## config.mk

```make
export PLATFORM = sky130hd
export DESIGN_NAME = f_fetch_stage
export DESIGN_NICKNAME = d
export VERILOG_FILES = /design/src/rtl/cpu_pkg.sv /design/src/rtl/f_pc_reg.sv /design/src/rtl/f_fetch_stage.sv
export SDC_FILE = /design/constraint.sdc
export NUM_CORES = 1
export LEC_CHECK = 0
export CORE_MARGIN = 8
export CORE_UTILIZATION = 30
export DETAILED_ROUTE_END_ITERATION = 10
export GPL_ROUTABILITY_DRIVEN = 0
export PLACE_DENSITY = 0.62
export SYNTH_ARGS = -nofsm -noshare
export SYNTH_HDL_FRONTEND = slang
export SYNTH_SLANG_ARGS = --single-unit
```

## constraint.sdc

```tcl
create_clock -name clk -period 4.2 [get_ports clk]
set_clock_uncertainty 0.15 [all_clocks]
set_input_delay 0.84 -clock clk [delete_from_list [all_inputs] [get_ports clk]]
set_output_delay 0.84 -clock clk [all_outputs]
set_load 0.03 [all_outputs]
```

## src/rtl/cpu_pkg.sv

```systemverilog
// Shared CPU constants: reset PC, instruction memory window, exception codes.
package cpu_pkg;
  localparam logic [31:0] PC_RESET  = 32'h0000_3000;
  localparam logic [31:0] IM_BASE   = 32'h0000_3000;
  localparam logic [31:0] IM_LIMIT  = 32'h0000_6FFC;
  localparam logic [4:0]  EXC_ADEL  = 5'd4;
  localparam logic [31:0] INSTR_NOP = 32'h0000_0000;
endpackage

```

## src/rtl/f_pc_reg.sv

```systemverilog
// Program counter register: loads npc as-is each edge unless stalled; async reset to PC_RESET.
module f_pc_reg
  import cpu_pkg::*;
(
  input  logic        clk,
  input  logic        reset,
  input  logic        stall,
  input  logic [31:0] npc,
  output logic [31:0] pc
);
  logic [31:0] pc_d;
  logic [31:0] pc_q;

  always_comb begin
    pc_d = pc_q;
    if (!stall) pc_d = npc;
  end

  always_ff @(posedge clk or posedge reset) begin
    if (reset) pc_q <= PC_RESET;
    else       pc_q <= pc_d;
  end

  assign pc = pc_q;
endmodule

```

## src/rtl/f_fetch_stage.sv

```systemverilog
// Instruction fetch stage: PC register, optional AdEL fetch check, IF/ID pipeline register.
// Define F_ADEL_CHECK_EN to compile in the fetch address check.
module f_fetch_stage
  import cpu_pkg::*;
(
  input  logic        clk,
  input  logic        reset,
  input  logic [31:0] npc,
  input  logic        stall,
  input  logic        D_clr,
  input  logic [31:0] F_instr,
  output logic [31:0] F_pc,
  output logic [31:0] D_pc,
  output logic [31:0] D_instr,
  output logic        D_valid,
  output logic        D_exc,
  output logic [4:0]  D_exccode
);
  logic        f_exc;
  logic [4:0]  f_exccode;
  logic [31:0] f_instr_eff;

  logic [31:0] d_pc_d, d_pc_q;
  logic [31:0] d_instr_d, d_instr_q;
  logic        d_valid_d, d_valid_q;
  logic        d_exc_d, d_exc_q;
  logic [4:0]  d_exccode_d, d_exccode_q;

  f_pc_reg u_pc_reg (
    .clk   (clk),
    .reset (reset),
    .stall (stall),
    .npc   (npc),
    .pc    (F_pc)
  );

`ifdef F_ADEL_CHECK_EN
  // Misaligned or outside the instruction memory window.
  always_comb begin
    f_exc       = (F_pc[1:0] != 2'b00) || (F_pc < IM_BASE) || (F_pc > IM_LIMIT);
    f_exccode   = f_exc ? EXC_ADEL : 5'd0;
    f_instr_eff = f_exc ? INSTR_NOP : F_instr;
  end
`else
  always_comb begin
    f_exc       = 1'b0;
    f_exccode   = 5'd0;
    f_instr_eff = F_instr;
  end
`endif

  // Stall wins over clear; a clear keeps the PC so the bubble stays traceable.
  always_comb begin
    d_pc_d      = d_pc_q;
    d_instr_d   = d_instr_q;
    d_valid_d   = d_valid_q;
    d_exc_d     = d_exc_q;
    d_exccode_d = d_exccode_q;
    if (!stall) begin
      d_pc_d = F_pc;
      if (D_clr) begin
        d_instr_d   = INSTR_NOP;
        d_valid_d   = 1'b0;
        d_exc_d     = 1'b0;
        d_exccode_d = 5'd0;
      end else begin
        d_instr_d   = f_instr_eff;
        d_valid_d   = 1'b1;
        d_exc_d     = f_exc;
        d_exccode_d = f_exccode;
      end
    end
  end

  always_ff @(posedge clk or posedge reset) begin
    if (reset) begin
      d_pc_q      <= PC_RESET;
      d_instr_q   <= INSTR_NOP;
      d_valid_q   <= 1'b0;
      d_exc_q     <= 1'b0;
      d_exccode_q <= 5'd0;
    end else begin
      d_pc_q      <= d_pc_d;
      d_instr_q   <= d_instr_d;
      d_valid_q   <= d_valid_d;
      d_exc_q     <= d_exc_d;
      d_exccode_q <= d_exccode_d;
    end
  end

  assign D_pc      = d_pc_q;
  assign D_instr   = d_instr_q;
  assign D_valid   = d_valid_q;
  assign D_exc     = d_exc_q;
  assign D_exccode = d_exccode_q;
endmodule

```

==> impl_table.tex, run 1 <==
\begin{tabular}{lr}
\hline
Metric & Value \\
\hline
\multicolumn{2}{l}{\textbf{Clock network}} \\
\quad Root Buffer Master & sky130\_fd\_sc\_hd\_\_clkbuf\_16 \\
\quad Deepest level of the CTS H-tree & 3 \\
\quad TritonCTS clock tree & built \\
\quad Total clock sinks & between 90 and 100 \\
\quad TritonCTS Buffers & 9 \\
\quad CTS hold repair buffers & 0 \\
\quad Post-CTS sizing & 0 \\
\quad Total setup buffers inserted after CTS & 0 \\
\quad Clock Path Buffers & 2 \\
\quad CTS clk-pin slew, worst paths & $\sim$0.06 ns \\
\quad Worst skew pair latency & about 0.34 ns \\
\multicolumn{2}{l}{\textbf{Worst setup path}} \\
\quad CP Class & flip-flop to output pin \\
\quad Family with the most delay on the worst path & buffers and inverters \\
\quad Worst-path fanout max & 3 \\
\quad Worst reg2reg startpoint & u\_pc\_reg.pc[15] \\
\quad Slowest cell on the critical path & sky130\_fd\_sc\_hd\_\_clkdlybuf4s50\_1 \\
\quad Endpoint arrival time on the critical path & between 1.5 and 2 ns \\
\quad Launching element of the worst setup path & u\_pc\_reg.pc[12] \\
\quad CP Capture Type & output pin \\
\quad Count of buffering cells on the critical path with inverters included & 1 \\
\quad Cells along the critical path & clkdlybuf4s50\_1 \\
\quad Delay of the slowest cell on the worst path & between 0.6 and 0.7 ns \\
\quad Worst path required time & roughly 3.2 ns \\
\quad Element type at the critical path start & flip-flop \\
\multicolumn{2}{l}{\textbf{Final layout}} \\
\quad Ratio of cells with drive above 1 in the final layout & 0.231 \\
\quad Final cell count without fillers & 533 \\
\quad Commonest non-fill, non-tap cell in the layout & sky130\_fd\_sc\_hd\_\_clkdlybuf4s50\_1 \\
\quad Area growth from synthesis to layout & 55.2\% \\
\quad Number of antenna diodes & 0 \\
\quad Layout filler cell count & between 1k and 1.5k \\
\quad Footprint of the flip-flops and latches & approximately 2400 sq um \\
\quad Net count, final & about 450 \\
\quad Area of the multi-input gates & between 1000 and 1500 sq um \\
\quad Leading cell types in the layout, fill and taps excluded & sky130\_fd\_sc\_hd\_\_clkdlybuf4s50\_1 (163), sky130\_fd\_sc\_hd\_\_dfrtp\_1 (93), sky130\_fd\_sc\_hd\_\_mux2\_2 (64) \\
\multicolumn{2}{l}{\textbf{Timing}} \\
\quad Final setup fails & 0 \\
\quad Post-route worst setup slack & approximately 1.6 ns \\
\quad Final worst path period share & 0.610 \\
\quad Worst-Margin Slew & $\sim$0.93 ns \\
\quad Number of endpoints with negative hold slack in the final report & 0 \\
\quad Highest achievable clock rate & slightly below 400 MHz \\
\quad Setup repair after global routing missed its margin & false \\
\quad Total Neg Setup Slack & 0 ns \\
\quad Post-layout min period & approximately 2.6 ns \\
\quad Max Transition Viols Final & 0 \\
\quad Slew HR & 0.380 \\
\multicolumn{2}{l}{\textbf{Route}} \\
\quad Total wire length & just over 9000 um \\
\quad Drt wl/cell & about 17 um \\
\quad Via-to-Cell Ratio & between 4 and 5 \\
\quad Number of search-and-repair iterations in the first detailed-routing pass & 4 \\
\quad Vias post-DR & 2447 \\
\quad Count of unresolved DRC violations after routing & 0 \\
\quad Drt initial violations & approximately 110 \\
\quad Post-detailed-route count of antenna-violating nets & 0 \\
\multicolumn{2}{l}{\textbf{Floorplan}} \\
\quad Starting density of the core & 0.305 \\
\quad Die H & $\sim$130 um \\
\quad Num rows & 40 \\
\quad Die area & 16000 sq um \\
\quad I/O pin total & roughly 170 \\
\quad Die boundary width & approximately 130 um \\
\quad Placeable core region & 12000 sq um \\
\multicolumn{2}{l}{\textbf{Run status}} \\
\quad Run status & finished, final reports clean \\
\multicolumn{2}{l}{\textbf{Synth}} \\
\quad Most area-hungry cell type in the Yosys netlist & sky130\_fd\_sc\_hd\_\_dfrtp\_1 \\
\quad FF+latch count, synth & a little under 100 \\
\quad Share of the yosys chip area belonging to registers & 0.666 \\
\quad Top area cells in the synthesized netlist & sky130\_fd\_sc\_hd\_\_dfrtp\_1 (64\%), sky130\_fd\_sc\_hd\_\_mux2\_2 (20\%), sky130\_fd\_sc\_hd\_\_a22o\_1 (7.4\%) \\
\quad Proportion of netlist area held by the largest area contributor & 0.637 \\
\quad Post-Synthesis Cells & between 200 and 250 \\
\quad Number of warnings issued by yosys & 0 \\
\quad Summed instance area of the synthesized netlist & 3650 sq um \\
\quad Number of different library cells in the post-synthesis netlist & 14 \\
\quad Post-Syn Area per Cell & $\sim$17 sq um \\
\multicolumn{2}{l}{\textbf{Pwr}} \\
\quad LEAKAGE & about 2.4 nW \\
\quad Power per unit of standard cell area & between 400 and 500 nW/um\^{}2 \\
\quad Worst vdd rail ir drop & approximately 0.00027 V \\
\quad Post-layout power & around 0.0026 W \\
\multicolumn{2}{l}{\textbf{Place}} \\
\quad Worst setup slack after placement & 1.53 ns \\
\quad Buffers on Ports & approximately 160 \\
\quad HPWL after detailed placement & approximately 6700 um \\
\quad Placed insts & 517 \\
\multicolumn{2}{l}{\textbf{Global routing}} \\
\quad Via count of the first global-routing pass & about 2.7k \\
\quad Total overflow reported by the global router & 0 \\
\quad First-pass GRT wire length & 15100 um \\
\quad Number of antenna violations at the first check in global routing & 0 \\
\quad Largest net degree at the start of global routing & $\sim$80 \\
\quad Total global routing track utilization & 0.120 \\
\multicolumn{2}{l}{\textbf{Min path}} \\
\quad Hold wc startpoint & D\_valid \\
\quad Class of the tightest hold or removal check & flip-flop to flip-flop \\
\multicolumn{2}{l}{\textbf{Job}} \\
\quad Reported max-cap violation count & 0 \\
\hline
\end{tabular}
metal layers:
metal | vias to the layer above | part of all wire | GRT usage
met3 | 10 | 0.12 | 0.0670
met5 | - | 0 | 0
met1 | 1227 | 0.43 | 0.142
met4 | 0 | 0.014 | 0.0467
met2 | 115 | 0.44 | 0.178
li1 | 1095 | - | -
state kept, by name (all words and copies together), names as in the netlist:
signal       cells
D_pc            32
u_pc_reg.pc     32
D_valid          1
D_instr         32
worst paths after layout:
kind | end | slack (ns) | depth (start not counted)
worst max-delay path | F_pc[12] | 1.64 | 1
worst min-delay path | D_valid | 0.34 | 1
worst max register to register | u_pc_reg.pc[15] | 3.25 | 1
worst min register to register | D_valid | 0.34 | 1
max in group asynchronous | u_pc_reg.pc[13] | 2.41 | 3
min in group asynchronous | u_pc_reg.pc[8] | 0.77 | 2
through the flow:
stage	area, sq um	utilization	hold WS (ns)
floorplan	3670	-	0.510
global placement	5340	0.446	0.313
detailed placement	5340	0.446	0.328
finish	5670	0.474	0.340
global route	5670	0.474	0.367
CTS	5670	0.474	0.343
final cells by class:
type / instances / share of cell area
Timing Repair Buffer: 166 / 0.294
Multi-Input combinational cell: 106 / 0.185
Sequential cell: 97 / 0.429
Inverter: 1 / 0.00110
Clock buffer: 11 / 0.0446
Tap cell: 147 / 0.0325
Clock inverter: 5 / 0.0137
cells by family after synthesis:
logic type	Yosys count	synth area share
compound gates	33	0.0778
simple gates	3	0.00583
mux	64	0.197
other cells	1	0.00103
buf+inv	21	0.0517
flops	97	0.666
power by group:
part	internal [W]	switching (W)
combinational	0.000308	0.000342
clock	0.000552	0.000343
sequential	0.00104	0.0000590
synthesized netlist by cell type, drive strengths merged:
master	number
a21o	1
a22o	31
buf	20
conb	1
dfrtp	93
dfstp	4
inv	1
mux2	64
nand2	1
nand2b	1
nor2	1
o21ai	1
(Power assumes the default switching activity.)
==> inputs of run 2 (changes only) <==
- clock period: 4.2 -> 2.5 ns (I/O delays scaled with it)
==> run 2 against run 1 <==
Effect of this change: first-iteration DRC count shrank 24%; clock power rose by 53%; critical path depth did not move; worst setup slack got worse by 1.3 ns; die area unchanged; sequential share of layout area shrank 0.085 points; register-to-register slack got worse by 1.7 ns; largest power group unchanged.
==> impl_table.tex, run 2 (synthesized netlist as in run 1, its figures left out) <==
\begin{tabular}{lr}
\hline
Metric & Value \\
\hline
\multicolumn{2}{l}{\textbf{Run status}} \\
\quad Run status & finished, final reports clean \\
\multicolumn{2}{l}{\textbf{Worst setup path}} \\
\quad Cells along the critical path & clkdlybuf4s50\_1 \\
\quad CP Capture Type & output pin \\
\quad Worst-path fanout max & 3 \\
\quad CP Class & flip-flop to output pin \\
\quad Family with the most delay on the worst path & buffers and inverters \\
\quad Element type at the critical path start & flip-flop \\
\quad Worst path required time & between 1.5 and 2 ns \\
\quad Count of buffering cells on the critical path with inverters included & 1 \\
\quad Slowest cell on the critical path & sky130\_fd\_sc\_hd\_\_clkdlybuf4s50\_1 \\
\quad Endpoint arrival time on the critical path & 1.55 ns \\
\quad Delay of the slowest cell on the worst path & 0.67 ns \\
\multicolumn{2}{l}{\textbf{Timing}} \\
\quad Highest achievable clock rate & approximately 460 MHz \\
\quad Worst-Margin Slew & 0.721 ns \\
\quad Max Transition Viols Final & 0 \\
\quad Total Neg Setup Slack & 0 ns \\
\quad Final setup fails & 0 \\
\quad Number of endpoints with negative hold slack in the final report & 0 \\
\quad Setup repair after global routing missed its margin & false \\
\quad Slew HR & 0.518 \\
\quad Final worst path period share & 0.878 \\
\quad Post-layout min period & about 2.2 ns \\
\multicolumn{2}{l}{\textbf{Place}} \\
\quad Buffers on Ports & 164 \\
\quad Placed insts & roughly 520 \\
\quad Area after detailed placement & approximately 5400 sq um \\
\quad HPWL after detailed placement & between 6000 and 7000 um \\
\multicolumn{2}{l}{\textbf{Route}} \\
\quad Drt initial violations & 80 \\
\quad Total wire length & between 9000 and 10000 um \\
\quad Drt wl/cell & approximately 17 um \\
\quad Post-detailed-route count of antenna-violating nets & 0 \\
\quad Vias post-DR & around 2.5k \\
\quad Count of unresolved DRC violations after routing & 0 \\
\quad Number of search-and-repair iterations in the first detailed-routing pass & 4 \\
\quad Via-to-Cell Ratio & between 4 and 5 \\
\multicolumn{2}{l}{\textbf{Floorplan}} \\
\quad Num rows & 40 \\
\quad Die area & around 16000 sq um \\
\quad I/O pin total & around 170 \\
\quad Starting density of the core & 0.305 \\
\quad Die H & between 100 and 150 um \\
\quad Die boundary width & 126 um \\
\quad Placeable core region & between 10000 and 15000 sq um \\
\multicolumn{2}{l}{\textbf{Pwr}} \\
\quad Post-layout power & between 0.004 and 0.005 W \\
\quad Worst vdd rail ir drop & between 0.0004 and 0.0005 V \\
\quad LEAKAGE & 2.39 nW \\
\quad Power per unit of standard cell area & between 700 and 800 nW/um\^{}2 \\
\multicolumn{2}{l}{\textbf{Global routing}} \\
\quad Via count of the first global-routing pass & 2704 \\
\quad Total global routing track utilization & 0.119 \\
\quad First-pass GRT wire length & 15000 um \\
\quad Number of antenna violations at the first check in global routing & 0 \\
\quad Total overflow reported by the global router & 0 \\
\quad Largest net degree at the start of global routing & 51 \\
\multicolumn{2}{l}{\textbf{Clock network}} \\
\quad CTS hold repair buffers & 0 \\
\quad Total clock sinks & a little under 100 \\
\quad TritonCTS Buffers & 9 \\
\quad Total setup buffers inserted after CTS & 0 \\
\quad TritonCTS clock tree & built \\
\quad Worst skew pair latency & 0.34 ns \\
\quad Post-CTS sizing & 0 \\
\quad Root Buffer Master & sky130\_fd\_sc\_hd\_\_clkbuf\_16 \\
\quad Clock Path Buffers & 2 \\
\quad Deepest level of the CTS H-tree & 3 \\
\quad CTS clk-pin slew, worst paths & $\sim$0.06 ns \\
\multicolumn{2}{l}{\textbf{Job}} \\
\quad Reported max-cap violation count & 0 \\
\multicolumn{2}{l}{\textbf{Final layout}} \\
\quad Area growth from synthesis to layout & 55.6\% \\
\quad Final cell utilization of the core & 0.475 \\
\quad Ratio of cells with drive above 1 in the final layout & 0.236 \\
\quad Commonest non-fill, non-tap cell in the layout & sky130\_fd\_sc\_hd\_\_clkdlybuf4s50\_1 \\
\quad Net count, final & $\sim$450 \\
\quad Leading cell types in the layout, fill and taps excluded & sky130\_fd\_sc\_hd\_\_clkdlybuf4s50\_1 (163), sky130\_fd\_sc\_hd\_\_dfrtp\_1 (93), sky130\_fd\_sc\_hd\_\_mux2\_2 (64) \\
\quad Final cell count without fillers & roughly 540 \\
\quad Post-route standard cell area excluding fillers & between 5000 and 6000 sq um \\
\quad Number of antenna diodes & 0 \\
\multicolumn{2}{l}{\textbf{Min path}} \\
\quad Class of the tightest hold or removal check & flip-flop to flip-flop \\
\hline
\end{tabular}
[run 2: power by group]
group          switching [W]  internal (W)  total, W
sequential         0.0000996       0.00175   0.00185
combinational       0.000574      0.000522   0.00110
clock               0.000575      0.000799   0.00137
total                0.00125       0.00307   0.00432
[run 2: path summary, 6_finish.rpt]
check | slack [ns] | endpoint | from | depth (start not counted)
setup / recovery | 0.30 | F_pc[12] | u_pc_reg.pc[12] | 1
hold / removal | 0.33 | D_valid | D_valid | 1
setup reg to reg | 1.56 | u_pc_reg.pc[27] | u_pc_reg.pc[27] | 1
hold reg to reg | 0.33 | D_valid | D_valid | 1
max in group asynchronous | 1.21 | D_pc[31] | reset | 3
min in group asynchronous | 0.42 | D_pc[0] | reset | 3
[run 2: area by class of cell]
type	count	area, sq um
Multi-Input combinational cell	106	1050
Fill cell	1114	6280
Inverter	1	7.51
Clock inverter	5	55.1
Sequential cell	97	2430
Timing Repair Buffer	170	1710
Tap cell	147	184
Clock buffer	11	243
[run 2: per-stage QoR]
step	setup slack (ns)	hold WS, ns
final	0.304	0.329
after global routing	0.256	0.338
after CTS	0.273	0.333
after detailed placement	0.499	0.318
after global placement	0.522	0.314
after floorplan	0.706	0.457
[run 2: layer usage]
| layer | share of wire | track usage | wire length [um] | vias up |
|---|---|---|---|---|
| met5 | 0 | 0 | 0 | - |
| met4 | 0.0084 | 0.0318 | 78 | 0 |
| met3 | 0.12 | 0.0729 | 1080 | 7 |
| met2 | 0.48 | 0.194 | 4430 | 105 |
| met1 | 0.40 | 0.129 | 3650 | 1239 |
| li1 | - | - | - | 1102 |
==> inputs of run 3 (changes only) <==
- ABC_CLOCK_PERIOD_IN_PS: default -> 2500
- CORE_MARGIN: 8 -> default
==> run 3 against run 2 <==
Effect of this change: the run now ends with DRC left; final area fell by 0.24%; sequential share of layout area rose by 0.10 points; final cell count fell by 0.74%; first-iteration DRC count rose by 16%; hold slack improved by 0.0039 ns; maximum frequency rose by 0.96%; worst setup slack improved by 0.021 ns; core utilization rose by 1.3 points; routed wire length fell by 13%; via count fell by 0.45%.
==> impl_table.tex, run 3 (synthesized netlist as in run 1, its figures left out) <==
\begin{tabular}{lr}
\hline
Metric & Value \\
\hline
\multicolumn{2}{l}{\textbf{Route}} \\
\quad Drt wl/cell & about 15 um \\
\quad DR top layer & met4 \\
\quad Vias post-DR & between 2k and 2.5k \\
\quad Via-to-Cell Ratio & 4.58 \\
\quad Total wire length & approximately 8000 um \\
\quad Number of search-and-repair iterations in the first detailed-routing pass & 7 \\
\quad Detailed-routed wire length on met2 & roughly 3800 um \\
\quad WL met1 & roughly 3300 um \\
\quad Drt initial violations & 93 \\
\quad Count of unresolved DRC violations after routing & 16 \\
\quad Post-detailed-route count of antenna-violating nets & 0 \\
\quad Amount of wire on met3 after detailed routing & around 750 um \\
\multicolumn{2}{l}{\textbf{Timing}} \\
\quad Max Transition Viols Final & 0 \\
\quad Total Neg Setup Slack & 0 ns \\
\quad Worst-Margin Slew & 0.709 ns \\
\quad Post-route worst setup slack & roughly 0.32 ns \\
\quad Highest achievable clock rate & approximately 460 MHz \\
\quad Final worst path period share & 0.870 \\
\quad Number of endpoints with negative hold slack in the final report & 0 \\
\quad Slew HR & 0.526 \\
\quad Final setup fails & 0 \\
\quad Setup repair after global routing missed its margin & false \\
\quad Post-layout min period & 2.18 ns \\
\multicolumn{2}{l}{\textbf{Worst setup path}} \\
\quad R2r setup slk & 1.57 ns \\
\quad Launching element of the worst setup path & u\_pc\_reg.pc[13] \\
\quad CP Class & flip-flop to output pin \\
\quad Instance count on the critical path & 1 \\
\quad Delay of the slowest cell on the worst path & 0.67 ns \\
\quad Worst path required time & between 1.5 and 2 ns \\
\quad Worst-path fanout max & 3 \\
\quad Slowest cell on the critical path & sky130\_fd\_sc\_hd\_\_clkdlybuf4s50\_1 \\
\quad Element type at the critical path start & flip-flop \\
\quad Cells along the critical path & clkdlybuf4s50\_1 \\
\quad Worst reg2reg path endpoint & u\_pc\_reg.pc[31] \\
\quad CP Capture Type & output pin \\
\quad Endpoint arrival time on the critical path & around 1.5 ns \\
\quad Count of buffering cells on the critical path with inverters included & 1 \\
\quad Worst Reg2Reg Path Length in Cells & 1 \\
\quad Family with the most delay on the worst path & buffers and inverters \\
\quad Worst reg2reg startpoint & u\_pc\_reg.pc[31] \\
\quad Worst setup path end & F\_pc[13] \\
\multicolumn{2}{l}{\textbf{Run status}} \\
\quad Failing checks & DRC \\
\quad Run status & finished, violations left \\
\multicolumn{2}{l}{\textbf{Place}} \\
\quad Worst setup slack after placement & 0.491 ns \\
\quad Buffers on Ports & $\sim$160 \\
\quad Placed insts & a little over 500 \\
\quad HPWL after detailed placement & around 5700 um \\
\multicolumn{2}{l}{\textbf{Clock network}} \\
\quad Root Buffer Master & sky130\_fd\_sc\_hd\_\_clkbuf\_16 \\
\quad Worst skew pair latency & between 0.3 and 0.4 ns \\
\quad Deepest level of the CTS H-tree & 3 \\
\quad Clock Path Buffers & 2 \\
\quad Post-CTS sizing & 0 \\
\quad TritonCTS Buffers & 9 \\
\quad TritonCTS clock tree & built \\
\quad CTS hold repair buffers & 0 \\
\quad Total setup buffers inserted after CTS & 0 \\
\quad CTS clk-pin slew, worst paths & roughly 0.060 ns \\
\quad Total clock sinks & between 90 and 100 \\
\multicolumn{2}{l}{\textbf{Floorplan}} \\
\quad Starting density of the core & 0.314 \\
\quad Die boundary width & $\sim$110 um \\
\quad Placeable core region & about 12000 sq um \\
\quad Num rows & 39 \\
\quad I/O pin total & between 150 and 200 \\
\quad Die area & approximately 13000 sq um \\
\quad Die H & 112 um \\
\multicolumn{2}{l}{\textbf{Pwr}} \\
\quad Post-layout power & 0.00420 W \\
\quad LEAKAGE & around 2.4 nW \\
\quad Worst vdd rail ir drop & between 0.0004 and 0.0005 V \\
\quad Power per unit of standard cell area & $\sim$740 nW/um\^{}2 \\
\multicolumn{2}{l}{\textbf{Global routing}} \\
\quad Largest net degree at the start of global routing & 37 \\
\quad Total global routing track utilization & 0.132 \\
\quad First-pass GRT wire length & around 13000 um \\
\quad Via count of the first global-routing pass & 2562 \\
\quad Total overflow reported by the global router & 0 \\
\quad Number of antenna violations at the first check in global routing & 0 \\
\multicolumn{2}{l}{\textbf{Min path}} \\
\quad Class of the tightest hold or removal check & flip-flop to flip-flop \\
\quad Worst Hold Depth & 1 \\
\multicolumn{2}{l}{\textbf{Final layout}} \\
\quad Net count, final & about 450 \\
\quad Commonest non-fill, non-tap cell in the layout & sky130\_fd\_sc\_hd\_\_clkdlybuf4s50\_1 \\
\quad Area growth from synthesis to layout & 55.2\% \\
\quad Final cell count without fillers & between 500 and 600 \\
\quad Leading cell types in the layout, fill and taps excluded & sky130\_fd\_sc\_hd\_\_clkdlybuf4s50\_1 (163), sky130\_fd\_sc\_hd\_\_dfrtp\_1 (93), sky130\_fd\_sc\_hd\_\_mux2\_2 (64) \\
\quad Number of antenna diodes & 0 \\
\quad Footprint of the flip-flops and latches & between 2000 and 2500 sq um \\
\quad Ratio of cells with drive above 1 in the final layout & 0.231 \\
\quad Area of the multi-input gates & 1050 sq um \\
\quad Layout filler cell count & 1058 \\
\multicolumn{2}{l}{\textbf{Job}} \\
\quad Reported max-cap violation count & 0 \\
\hline
\end{tabular}
## run 3: metal layers
layer | track usage | vias up
met5 | 0 | -
met4 | 0.0587 | 0
met3 | 0.0373 | 9
met2 | 0.213 | 103
met1 | 0.167 | 1225
li1 | - | 1105
## run 3: report_power, final
group          internal (W)  leakage, nW  switching (W)  total, W
clock network      0.000728        0.133       0.000538   0.00127
logic              0.000525         1.08       0.000566   0.00109
registers           0.00175         1.17      0.0000963   0.00184
total               0.00300         2.39        0.00120   0.00420
## run 3: worst min path at each step
stage	start	to	slack [ns]
2_1_floorplan	D_clr	D_instr[28]	0.46
3_3_place_gp	D_valid	D_valid	0.31
3_5_place_dp	D_valid	D_valid	0.32
4_1_cts	D_valid	D_valid	0.34
5_1_grt	D_valid	D_valid	0.36
6_report	D_valid	D_valid	0.33
## run 3: stage by stage
stage / hold slack [ns] / area [sq um] / utilization
global route: 0.361 / 5670 / 0.488
finish: 0.333 / 5670 / 0.488
detailed placement: 0.322 / 5390 / 0.464
global placement: 0.312 / 5390 / 0.464
floorplan: 0.457 / 3670 / -
CTS: 0.336 / 5670 / 0.488
## run 3: layout make-up
| class | count | area share |
|---|---|---|
| Sequential cell | 97 | 0.429 |
| Timing Repair Buffer | 170 | 0.304 |
| Multi-Input combinational cell | 106 | 0.185 |
| Clock buffer | 14 | 0.0466 |
| Tap cell | 143 | 0.0316 |
| Clock inverter | 2 | 0.00221 |
| Inverter | 1 | 0.00133 |
==> RTL change 1, RTL diff (flow settings as in run 1) <==
Add a define of `F_ADEL_CHECK_EN`.
--- a/src/rtl/f_fetch_stage.sv
+++ b/src/rtl/f_fetch_stage.sv
@@ -1,5 +1,7 @@
 // Instruction fetch stage: PC register, optional AdEL fetch check, IF/ID pipeline register.
 // Define F_ADEL_CHECK_EN to compile in the fetch address check.
+`define F_ADEL_CHECK_EN
+
 module f_fetch_stage
   import cpu_pkg::*;
 (
Check against the original RTL: not equivalent (Yosys sat finds a counterexample within 4 cycles, from zero or initial values and one cycle with reset high).
==> RTL change 1 against run 1 <==
- core utilization is 1.7 points lower
- routed wire length is 29% higher
- count of clock-buffer cells in the layout stayed put
- sequential share of layout area decreased by 4.3 points
- area after synthesis rose by 17%
- final cell count increased by 27%
- power decreased by 5.2%
- cell area is 12% higher
- fmax is 1.0% lower
- sequential cell count grew 1
- setup slack got worse by 0.026 ns
- highest routed layer unchanged
==> RTL change 1: results (changes against run 1) <==
status finished clean; global-route wire length before repair 19,100 µm (+27%); Netlist cell types 23 (+9); DR iter-0 viols 174 (+66%); yosys warns 0 (unchanged); Post-CTS Setup Inserts 0 (unchanged); vias in the first global route 3,448 (+26%); largest net degree at the start of global routing 133 (+71%); top post-synthesis cells by count dfrtp_1 (94), mux2_2 (64), nand2_1 (33), nand4_1 (32), nor3b_1 (32); maximum VDD drop 206 µV (-24%); TritonRoute pass-1 iters 4 (unchanged); sequential share of the synthesized area 0.574 (-0.0926); Final ANT Viol Nets 0 (unchanged); layout cells sized above 1 0.214 (-0.0169); Critical Path Start u_pc_reg.pc[13]$_DFFE_PP1N_; Tot GR Track Use 0.132 (+0.0122); initial antenna violation count 0 (unchanged); DP Worst Slack 1.31 ns (-0.221 ns); Min-Delay Endpoint D_instr[11]$_DFFE_PP0N_; DR vias 3,243 (+33%); port buffer count 166 (+1.2%); Hold Startpoint D_instr[11]$_DFFE_PP0N_; nets 559 (+24%); worst reg2reg path startpoint u_pc_reg.pc[13]$_DFFE_PP1N_; HP Class flip-flop to flip-flop; Area contributors post-synth dfrtp_1 (55%), mux2_2 (17%), nor3b_1 (5.6%); WP data arrival 1.60 ns (+0.03 ns); worst-margin pin slew 1.26 ns (+0.324 ns); hold path cells 2 (+1); P_leak 2.44 nW (+2.2%); DP HPWL 8340 µm (+25%); Worst Path Max Fanout 5 (+2); reg2reg setup slack 2.07 ns (-1.18 ns); final WL 12,100 µm (+29%); n_diodes 0 (unchanged); R2R cell count 3 (+2); fill count 1,280 (+19%); r2r endpoint D_instr[29]$_DFFE_PP0N_; CTS resizes 0 (unchanged)
RTL change 1: cell types whose count changed after synthesis, sizes merged, moves of 4 or more:
cell | run 1 | this run
o21ai | 1 | 33
nand4 | 0 | 32
a22o | 31 | 0
nand2 | 1 | 33
clkbuf | 0 | 9
buf | 20 | 27
nor3b | 0 | 32
nor4 | 0 | 4
RTL change 1: worst max path at each step:
stage / to / slack, ns / cells past startpoint
2_1_floorplan: D_exccode[2]$_DFFE_PP0N_ / 0.65 / 1
3_3_place_gp: D_instr[29]$_DFFE_PP0N_ / 1.33 / 4
3_5_place_dp: D_instr[30]$_DFFE_PP0N_ / 1.31 / 4
4_1_cts: F_pc[13] / 1.59 / 1
5_1_grt: D_instr[30]$_DFFE_PP0N_ / 1.40 / 4
6_report: F_pc[13] / 1.61 / 1
RTL change 1: cells by family (layout without fill, tap and decap cells):
family                 after synthesis  count (layout)  share of synthesized area
and+or+nand+nor                    104             104                      0.154
DFF                                 98              98                      0.574
AOI/OAI and AO/OA                   36              36                     0.0529
other                                1               4                   0.000875
muxes                               65              65                      0.171
buffers and inverters               38             189                     0.0482
RTL change 1: stage by stage:
stage | total power [mW] | cells | hold slack [ns] | instance area [µm²]
final | 2.51 | 676 | 0.336 | 6370
after floorplan | 1.42 | 345 | 0.510 | 4300
after CTS | 2.55 | 676 | 0.334 | 6370
after detailed placement | 1.70 | 660 | 0.319 | 6060
after global placement | 1.69 | 660 | 0.318 | 6060
after global routing | 2.63 | 676 | 0.353 | 6370
RTL change 1: power breakdown:
group | total [mW] | internal [mW] | switching (mW) | leakage (nW)
clock network | 0.838 | 0.491 | 0.347 | 0.151
logic | 0.582 | 0.271 | 0.311 | 1.08
registers | 1.09 | 1.03 | 0.0602 | 1.22
total | 2.51 | 1.79 | 0.718 | 2.44
RTL change 1: layout make-up:
class,count,area (µm²),area share
Tap cell,180,225,0.0354
Clock inverter,5,52.6,0.00825
Clock buffer,11,253,0.0397
Multi-Input combinational cell,209,1650,0.259
Inverter,2,10.0,0.00157
Timing Repair Buffer,171,1720,0.270
Sequential cell,98,2460,0.386
RTL change 1: per-layer routing:
metal	global-route usage	routed length, µm
met5	0	0
met4	0.0401	116
met3	0.0712	1390
met2	0.201	5630
met1	0.158	4920
==> RTL change 2, RTL diff (settings of run 1) <==
Without the edit above. Reset style: synchronous (`reset`), changed in 2 clocked blocks. Comments in the files are not updated.
--- a/src/rtl/f_pc_reg.sv
+++ b/src/rtl/f_pc_reg.sv
@@ -16,7 +16,7 @@
     if (!stall) pc_d = npc;
   end
 
-  always_ff @(posedge clk or posedge reset) begin
+  always_ff @(posedge clk) begin
     if (reset) pc_q <= PC_RESET;
     else       pc_q <= pc_d;
   end
--- a/src/rtl/f_fetch_stage.sv
+++ b/src/rtl/f_fetch_stage.sv
@@ -72,7 +72,7 @@
     end
   end
 
-  always_ff @(posedge clk or posedge reset) begin
+  always_ff @(posedge clk) begin
     if (reset) begin
       d_pc_q      <= PC_RESET;
       d_instr_q   <= INSTR_NOP;
Function: differs if reset is asserted again (counterexample within 4 cycles, from zero or initial values and one cycle with reset high); with reset held inactive, the same outputs for 10 cycles.
==> RTL change 2 against run 1 <==
- area after synthesis grew 6.4%
- final cell count grew 28%
- sequential cell count is the same
- sequential power shrank 10%
- power shrank 21%
- largest power group unchanged
- setup slack gained 0.16 ns
- highest routed layer unchanged
- cell area grew 0.64%
- sequential share of layout area shrank 8.9 points
- global-route usage shrank 0.29 points
- synthesized cell count grew 64%
- fmax grew 6.8%
- routed wire length grew 7.5%
==> RTL change 2: results (changes against run 1) <==
layout cells sized above 1 0.0938 (-0.137); status finished clean; fill count 1,256 (+17%); DP HPWL 7180 µm (+7.9%); Netlist cell types 19 (+5); global-route wire length before repair 15,400 µm (+1.9%); Tot GR Track Use 0.117 (-0.00290); Synth Area in Compound Gates 0.110 (+0.0321); maximum VDD drop 150 µV (-45%); DP Worst Slack 1.43 ns (-0.0995 ns); Placed Cells 669 (+29%); post-synthesis adder-cell area fraction 0 (unchanged); max_slew headroom 0.376 (-0.00405); WP data arrival 1.41 ns (-0.16 ns); synthesized instance count 360 (+64%); clk_lat worst skew 0.34 ns (about the same); ys async rst share 0 (-1.00); Area contributors post-synth dfxtp_1 (50%), mux2i_1 (15%), o22ai_2 (9.7%); placed cell areas 0.00545 mm² (+2.1%); Via density 4.33 (-5.7%); clock transition at the registers of the reported paths 0.07 ns; top post-synthesis cells by count dfxtp_1 (97), mux2i_1 (60), nor2_1 (60), nand2_1 (33), nand2b_1 (31); multiplexer share of the synthesized area 0.155 (-0.0428); nets 576 (+28%); DR vias 2,961 (+21%); sequential share of the synthesized area 0.500 (-0.166); final WL 10,000 µm (+7.5%); DR iter-0 viols 169 (+61%); largest net degree at the start of global routing 82 (+5.1%); Top FF cell, synth dfxtp_1; Synth Area in XOR/XNOR 0 (unchanged); HP Class flip-flop to flip-flop; vias in the first global route 2,956 (+7.6%); P_leak 2.22 nW (-7.0%)
## RTL change 2: cell types whose count changed after synthesis, sizes merged, moves of 13 or more
cell,run 1,this run
dfxtp,0,97
dfrtp,93,0
mux2,64,0
mux2i,0,60
nor2,1,60
nand2,1,33
a22o,31,0
o22ai,0,31
nand2b,1,31
buf,20,33
## RTL change 2: final cells by class
cell class                 instances  area [µm²]  area share
timing repair buffer             167        1660       0.291
tap                              172         215      0.0377
clock inverter                     3        18.8     0.00329
sequential                        97        1940       0.340
multi-input combinational        233        1630       0.286
clock buffer                      12         236      0.0415
## RTL change 2: worst paths after layout
path	startpoint	end	slack (ns)	cells after the start
max	u_pc_reg.pc[1]$_SDFFE_PP0N_	F_pc[1]	1.80	1
min	D_pc[13]$_SDFFE_PP1N_	D_pc[13]$_SDFFE_PP1N_	0.32	1
max reg2reg	u_pc_reg.pc[12]$_SDFFE_PP1N_	D_pc[12]$_SDFFE_PP1N_	3.25	2
min reg2reg	D_pc[13]$_SDFFE_PP1N_	D_pc[13]$_SDFFE_PP1N_	0.32	1
## RTL change 2: power breakdown
| part | total, mW | switching (mW) | internal (mW) |
|---|---|---|---|
| registers | 0.988 | 0.0258 | 0.963 |
| logic | 0.372 | 0.195 | 0.177 |
| clock network | 0.729 | 0.331 | 0.398 |
| total | 2.09 | 0.552 | 1.54 |
## RTL change 2: worst register-to-register path, stage by stage, from the launching register on
cell	delay, ns
dfxtp_1	0.32
nor2b_1	0.13
a211o_1	0.25
## RTL change 2: per-layer routing
layer / global-route usage / vias to the layer above / wire length (µm)
met1: 0.136 / 1356 / 4360
met4: 0.0369 / 0 / 102
met5: 0 / - / 0
li1: - / 1481 / -
met3: 0.0779 / 10 / 1320
met2: 0.170 / 114 / 4220
